==> config.mk <==
export PLATFORM = sky130hd
export DESIGN_NAME = anc_sequencer
export DESIGN_NICKNAME = d
export VERILOG_FILES = /design/src/rtl/anc_pkg.sv /design/src/rtl/anc_watchdog.sv /design/src/rtl/anc_sequencer.sv
export SDC_FILE = /design/constraint.sdc
export NUM_CORES = 1
export LEC_CHECK = 0
export ABC_AREA = 1
export CAP_MARGIN = 25
export CELL_PAD_IN_SITES_DETAIL_PLACEMENT = 1
export CELL_PAD_IN_SITES_GLOBAL_PLACEMENT = 1
export CORE_MARGIN = 8
export CORE_UTILIZATION = 37
export DETAILED_ROUTE_END_ITERATION = 6
export GPL_TIMING_DRIVEN = 0
export HOLD_SLACK_MARGIN = 0.02
export PLACE_DENSITY_LB_ADDON = 0.1
export SETUP_SLACK_MARGIN = 0.2
export SLEW_MARGIN = 20
export SYNTH_ARGS = -nofsm -noshare
export SYNTH_HDL_FRONTEND = slang
export SYNTH_SLANG_ARGS = --single-unit
==> constraint.sdc <==
create_clock -name clk_in -period 1.66 [get_ports clk_in]
set_input_delay 0.332 -clock clk_in [delete_from_list [all_inputs] [get_ports clk_in]]
set_output_delay 0.332 -clock clk_in [all_outputs]
set_load 0.02 [all_outputs]
==> src/rtl/anc_pkg.sv <==
// ============================================================================
// Module      : anc_pkg
// Description : Shared types and default constants for the ANC sequencer.
// Revision    : 1.0 - initial release
// ============================================================================
`default_nettype none

package anc_pkg;

    typedef enum logic [2:0] {
        ST_IDLE = 3'd0,
        ST_LP   = 3'd1,
        ST_LMS  = 3'd2,
        ST_FIR  = 3'd3,
        ST_DONE = 3'd4
    } anc_seq_state_t;

    localparam int ANC_WARMUP_SAMPLES = 256;
    localparam int ANC_TIMEOUT_CYCLES = 1024;
    localparam int ANC_OVR_CNT_W      = 16;

endpackage

`default_nettype wire

==> src/rtl/anc_watchdog.sv <==
// ============================================================================
// Module      : anc_watchdog
// Description : Stage-busy cycle counter; flags expiry at TIMEOUT_CYCLES-1.
// Revision    : 1.0 - initial release
// ============================================================================
`default_nettype none

module anc_watchdog
    import anc_pkg::*;
#(
    parameter int TIMEOUT_CYCLES = ANC_TIMEOUT_CYCLES
) (
    input  logic clk_i,
    input  logic rst_i,
    input  logic clear_i,
    input  logic active_i,
    output logic expire_o
);

    localparam int CNT_W = (TIMEOUT_CYCLES > 2) ? $clog2(TIMEOUT_CYCLES) : 1;
    localparam logic [CNT_W-1:0] C_LIMIT = CNT_W'(TIMEOUT_CYCLES - 1);

    logic [CNT_W-1:0] count_q;
    logic [CNT_W-1:0] count_d;

    // Clear lands on the first cycle of a stage, so cycle k of a stage reads k-1.
    always_comb begin
        count_d = count_q;
        if (clear_i) begin
            count_d = '0;
        end else if (active_i && (count_q != C_LIMIT)) begin
            count_d = count_q + CNT_W'(1);
        end
    end

    always_ff @(posedge clk_i) begin
        if (rst_i) begin
            count_q <= '0;
        end else begin
            count_q <= count_d;
        end
    end

    assign expire_o = active_i && (count_q == C_LIMIT);

endmodule

`default_nettype wire

==> src/rtl/anc_sequencer.sv <==
// ============================================================================
// Module      : anc_sequencer
// Description : Per-sample LP -> LMS -> FIR scheduler with warm-up gating and
//               overrun detection. Optional watchdog: ANC_WATCHDOG_EN.
// Revision    : 1.0 - initial release
// ============================================================================
`default_nettype none

module anc_sequencer
    import anc_pkg::*;
#(
    parameter int WARMUP_SAMPLES = ANC_WARMUP_SAMPLES,
    parameter int TIMEOUT_CYCLES = ANC_TIMEOUT_CYCLES
) (
    input  logic                     clk_in,
    input  logic                     rst_in,
    input  logic                     sample_strobe_in,
    input  logic                     adapt_en_in,
    output logic                     lp_start_out,
    input  logic                     lp_done_in,
    output logic                     lms_start_out,
    input  logic                     lms_done_in,
    output logic                     fir_start_out,
    input  logic                     fir_done_in,
    output logic                     out_valid_out,
    output logic                     busy_out,
    output logic                     warmup_done_out,
    output logic                     overrun_out,
    output logic [ANC_OVR_CNT_W-1:0] overrun_count_out,
    output logic                     timeout_out
);

    localparam int SCNT_W = (WARMUP_SAMPLES > 0) ? $clog2(WARMUP_SAMPLES + 1) : 1;
    localparam logic [SCNT_W-1:0] C_WARM_LIMIT = SCNT_W'(WARMUP_SAMPLES);

    anc_seq_state_t state_q, state_d;
    logic                     pending_q, pending_d;
    logic                     overrun_q, overrun_d;
    logic [ANC_OVR_CNT_W-1:0] ovr_cnt_q, ovr_cnt_d;
    logic [SCNT_W-1:0]        sample_cnt_q, sample_cnt_d;
    logic                     lp_start_q, lp_start_d;
    logic                     lms_start_q, lms_start_d;
    logic                     fir_start_q, fir_start_d;

    logic in_stage;
    logic warmup_done;
    logic timeout;

    assign in_stage    = (state_q == ST_LP) || (state_q == ST_LMS) || (state_q == ST_FIR);
    assign warmup_done = (sample_cnt_q == C_WARM_LIMIT);

`ifdef ANC_WATCHDOG_EN
    logic stage_done;
    logic wd_clear;
    logic wd_expire;

    assign stage_done = ((state_q == ST_LP)  && lp_done_in)  ||
                        ((state_q == ST_LMS) && lms_done_in) ||
                        ((state_q == ST_FIR) && fir_done_in);
    assign wd_clear   = (state_d != state_q) &&
                        ((state_d == ST_LP) || (state_d == ST_LMS) || (state_d == ST_FIR));

    anc_watchdog #(
        .TIMEOUT_CYCLES (TIMEOUT_CYCLES)
    ) u_watchdog (
        .clk_i    (clk_in),
        .rst_i    (rst_in),
        .clear_i  (wd_clear),
        .active_i (in_stage),
        .expire_o (wd_expire)
    );

    // A done arriving on the expiry cycle still wins.
    assign timeout = wd_expire && !stage_done;
`else
    logic unused_timeout_cfg;
    assign unused_timeout_cfg = (TIMEOUT_CYCLES > 0);
    assign timeout            = 1'b0;
`endif

    always_comb begin
        state_d      = state_q;
        pending_d    = pending_q;
        overrun_d    = 1'b0;
        ovr_cnt_d    = ovr_cnt_q;
        sample_cnt_d = sample_cnt_q;

        case (state_q)
            ST_IDLE: begin
                if (sample_strobe_in || pending_q) begin
                    state_d   = ST_LP;
                    pending_d = pending_q && sample_strobe_in;
                end
            end
            ST_LP: begin
                if (lp_done_in) begin
                    state_d = (adapt_en_in && warmup_done) ? ST_LMS : ST_FIR;
                end
            end
            ST_LMS: begin
                if (lms_done_in) begin
                    state_d = ST_FIR;
                end
            end
            ST_FIR: begin
                if (fir_done_in) begin
                    state_d = ST_DONE;
                end
            end
            ST_DONE: begin
                if (!warmup_done) begin
                    sample_cnt_d = sample_cnt_q + SCNT_W'(1);
                end
                // A strobe here with a sample already pending starts one and keeps the other queued.
                if (sample_strobe_in || pending_q) begin
                    state_d   = ST_LP;
                    pending_d = pending_q && sample_strobe_in;
                end else begin
                    state_d = ST_IDLE;
                end
            end
            default: begin
                state_d = ST_IDLE;
            end
        endcase

        if (in_stage && sample_strobe_in) begin
            if (!pending_q) begin
                pending_d = 1'b1;
            end else begin
                overrun_d = 1'b1;
                if (ovr_cnt_q != '1) begin
                    ovr_cnt_d = ovr_cnt_q + ANC_OVR_CNT_W'(1);
                end
            end
        end

        if (timeout) begin
            state_d = ST_IDLE;
        end
    end

    assign lp_start_d  = (state_d == ST_LP)  && (state_q != ST_LP);
    assign lms_start_d = (state_d == ST_LMS) && (state_q != ST_LMS);
    assign fir_start_d = (state_d == ST_FIR) && (state_q != ST_FIR);

    always_ff @(posedge clk_in) begin
        if (rst_in) begin
            state_q      <= ST_IDLE;
            pending_q    <= 1'b0;
            overrun_q    <= 1'b0;
            ovr_cnt_q    <= '0;
            sample_cnt_q <= '0;
            lp_start_q   <= 1'b0;
            lms_start_q  <= 1'b0;
            fir_start_q  <= 1'b0;
        end else begin
            state_q      <= state_d;
            pending_q    <= pending_d;
            overrun_q    <= overrun_d;
            ovr_cnt_q    <= ovr_cnt_d;
            sample_cnt_q <= sample_cnt_d;
            lp_start_q   <= lp_start_d;
            lms_start_q  <= lms_start_d;
            fir_start_q  <= fir_start_d;
        end
    end

    assign lp_start_out      = lp_start_q;
    assign lms_start_out     = lms_start_q;
    assign fir_start_out     = fir_start_q;
    assign out_valid_out     = (state_q == ST_DONE);
    assign busy_out          = (state_q != ST_IDLE);
    assign warmup_done_out   = warmup_done;
    assign overrun_out       = overrun_q;
    assign overrun_count_out = ovr_cnt_q;
    assign timeout_out       = timeout;

endmodule

`default_nettype wire
==> out/results.txt <==
fillers: 593
TritonCTS buffer count: 5
Ys Warns: 0
WP data arrival: 1.24 ns
xor/xnor cell area share of the yosys netlist: 6.75%
drt wl/cell: 15.0 µm
f_max: 636 MHz
H-tree depth: 2
Synth Area in Simple Gates: 34.7%
min-delay worst type: input pin to register
Max VDD drop: 0.392 mV
Setup TNS: 0 ns
Synth top area share: 36.4%
Sw Share: 26.5%
mux contribution to synthesized area: 0%
Synth Area in Compound Gates: 10.7%
final core occ: 57.2%
Post-DP Area: 2230 µm²
Synth Net Count: 285
antenna diode count: 0
Cell Area, Synth: 1820 µm²
drt via density: 4.85
LEAKAGE: 1.16 nW
CORE AREA: 4720 µm²
cell count after placement: 370
Seq/Total Area, Yosys: 36.4%
CTS Root Cell: clkbuf_8
count of different cell masters after synthesis: 24
Setup violations, final: 0
initial antenna violation count: 0
clock transition at the registers of the reported paths: 0.07 ns
Int Pwr: 1.25 mW
placed wire-length estimate: 3.72 mm
first-pass GRT wire length: 9.14 mm
via count: 1,932
gpl congestion: 0.813
Worst Setup Path Type: register to output port
cells after synthesis: 275
largest family of logic cells by synthesized area: simple AND/OR/NAND/NOR gates
Rel. slew slack: 51.5%
CP Launch Type: register
die area: 7410 µm²
TritonCTS clock tree: yes
finished layout cell area: 2700 µm²
register share of total power: 48.0%
area of the multi-input gates: 1220 µm²
Setup crit end kind: output port
GRT Resource Usage Total: 15.4%
post-synthesis adder-cell area fraction: 2.07%
vias in the first global route: 1,918
status: completed
Critical Path RT: 1.33 ns
I/O pin count: 31
Hold Fails Final Rpt: 0
largest net degree at the start of global routing: 11
max-cap violations: 0
worst-case clock buffer depth: 2
IO buf count: 28
initial core utilization: 38.5%
synth top area cells: dfxtp_1 36%, nand2_1 18%, inv_1 6.8%
Final nets: 340
unrepaired setup endpoints after global routing: yes
Pwr Total: 1.70 mW
Die Y: 86.1 µm
worst slew pin tran: 0.727 ns
Detailed Route WL: 5.99 mm
total power per unit cell area: 629 nW/µm²
register bit total from synthesis: 33
router iterations before antenna repair: 4
layout cells sized above 1: 33.2%
Overflow after GRT: 0
Die W: 86.1 µm
Iter 0 DRT Violations: 73
FF/Latch Area: 706 µm²
CTS hold repair buffers: 0
DRC Markers: 0
worst-skew pair later-pin latency: 0.29 ns
crit path time final: 1.57 ns
leading area contributor after synthesis: dfxtp_1
Clock power frac: 40.7%
synthesized area per cell: 6.61 µm²
area added between synthesis and finish: 48.6%
clock sink total: 33
Clock Skews: 0.00554 ns
final std cells w/o fill: 398
Worst Path Max Fanout: 2
Final Max Tran Viols: 0
net switching power: 0.451 mW
Gate power share: 11.2%
Tcrit/Tclk final: 94.8%
Post-DRT Antenna Nets: 0
# rows: 25
==> layout make-up <==
type | instances | area share, %
Inverter | 33 | 4.68
Timing Repair Buffer | 48 | 15.3
Multi-Input combinational cell | 202 | 45.1
Clock buffer | 7 | 3.57
Clock inverter | 1 | 0.185
Buffer | 7 | 1.95
Sequential cell | 33 | 26.1
Tap cell | 67 | 3.10
==> worst paths after layout <==
path	end	startpoint	cells after the start	slack, ns
worst max-delay path	warmup_done_out	sample_cnt_q[1]$_SDFFE_PP0P_	5	0.09
worst min-delay path	overrun_count_out[13]$_SDFFE_PP0P_	rst_in	2	0.43
worst max register to register	overrun_count_out[12]$_SDFFE_PP0P_	overrun_count_out[1]$_SDFFE_PP0P_	8	0.13
worst min register to register	overrun_count_out[15]$_SDFFE_PP0P_	overrun_count_out[15]$_SDFFE_PP0P_	2	0.48
==> stage by stage <==
stage / worst slack, ns / hold WS, ns
finish: 0.0869 / 0.429
global route: 0.0140 / 0.458
CTS: 0.00174 / 0.421
detailed placement: -0.333 / 0.474
global placement: -0.316 / 0.464
floorplan: 0.203 / 0.441
==> repair_timing <==
action	CTS	global route
pin swaps	10	23
buffers inserted	10	8
gates resized for setup	61	62
setup endpoints to repair	47	27
gates cloned	1	1
==> per-layer routing <==
| metal | GRT usage [%] | routed length [µm] |
|---|---|---|
| met5 | 0 | 0 |
| met4 | 4.78 | 65 |
| met3 | 3.92 | 215 |
| met2 | 23.1 | 2890 |
| met1 | 20.8 | 2820 |
==> power by group through the flow <==
stage | Sequential [mW] | Clock (mW) | Combinational (mW)
after global routing | 0.818 | 0.743 | 0.211
after detailed placement | 0.839 | 0 | 0.170
after floorplan | 0.846 | 0 | 0.0931
final | 0.816 | 0.692 | 0.191
after global placement | 0.838 | 0 | 0.167
after CTS | 0.823 | 0.712 | 0.182
==> synthesized netlist by cell type (all sizes together) <==
cell,number
xor2,11
xnor2,3
clkbuf,3
buf,4
a21oi,25
inv,33
nor3,5
nand4,6
ha,3
nand2,88
conb,1
and3,1
o21ai,11
nand3,13
dfxtp,33
nor2,35
==> cell usage in the layout, fill, tap and decap left out, drive strengths merged <==
cell            n
dlygate4sd2    21
clkdlybuf4s50   4
xnor2           3
o21ai          11
nor3            5
ha              3
buf            27
nor2           35
nand3          13
clkbuf         10
and3            1
dfxtp          33
clkinv          1
inv            33
a21oi          25
xor2           11
nand2          88
nand4           6
conb            1
==> flip-flops by register name, summed over array words and instances, names as in the netlist <==
register	count
fir_start_out	1
lms_start_out	1
lp_start_out	1
overrun_count_out	16
overrun_out	1
pending_q	1
sample_cnt_q	9
state_q	3
==> worst max-delay path: stages (launching register included) <==
cell and delay [ns]:
dfxtp_2 0.33, inv_2 0.08, ha_4 0.13, nand4_1 0.12, nor2_2 0.17, buf_6 0.13
==> cells by family (layout without fill, tap and decap cells) <==
logic type / count (synthesis) / count (layout)
flip-flops: 33 / 33
AND/OR/NAND/NOR: 148 / 148
AO/OA/AOI/OAI: 36 / 36
other: 1 / 1
adder cells (fa/ha/maj): 3 / 3
XOR/XNOR: 14 / 14
buffers and inverters: 40 / 96
Note: power is estimated with default switching activity, not from simulation.
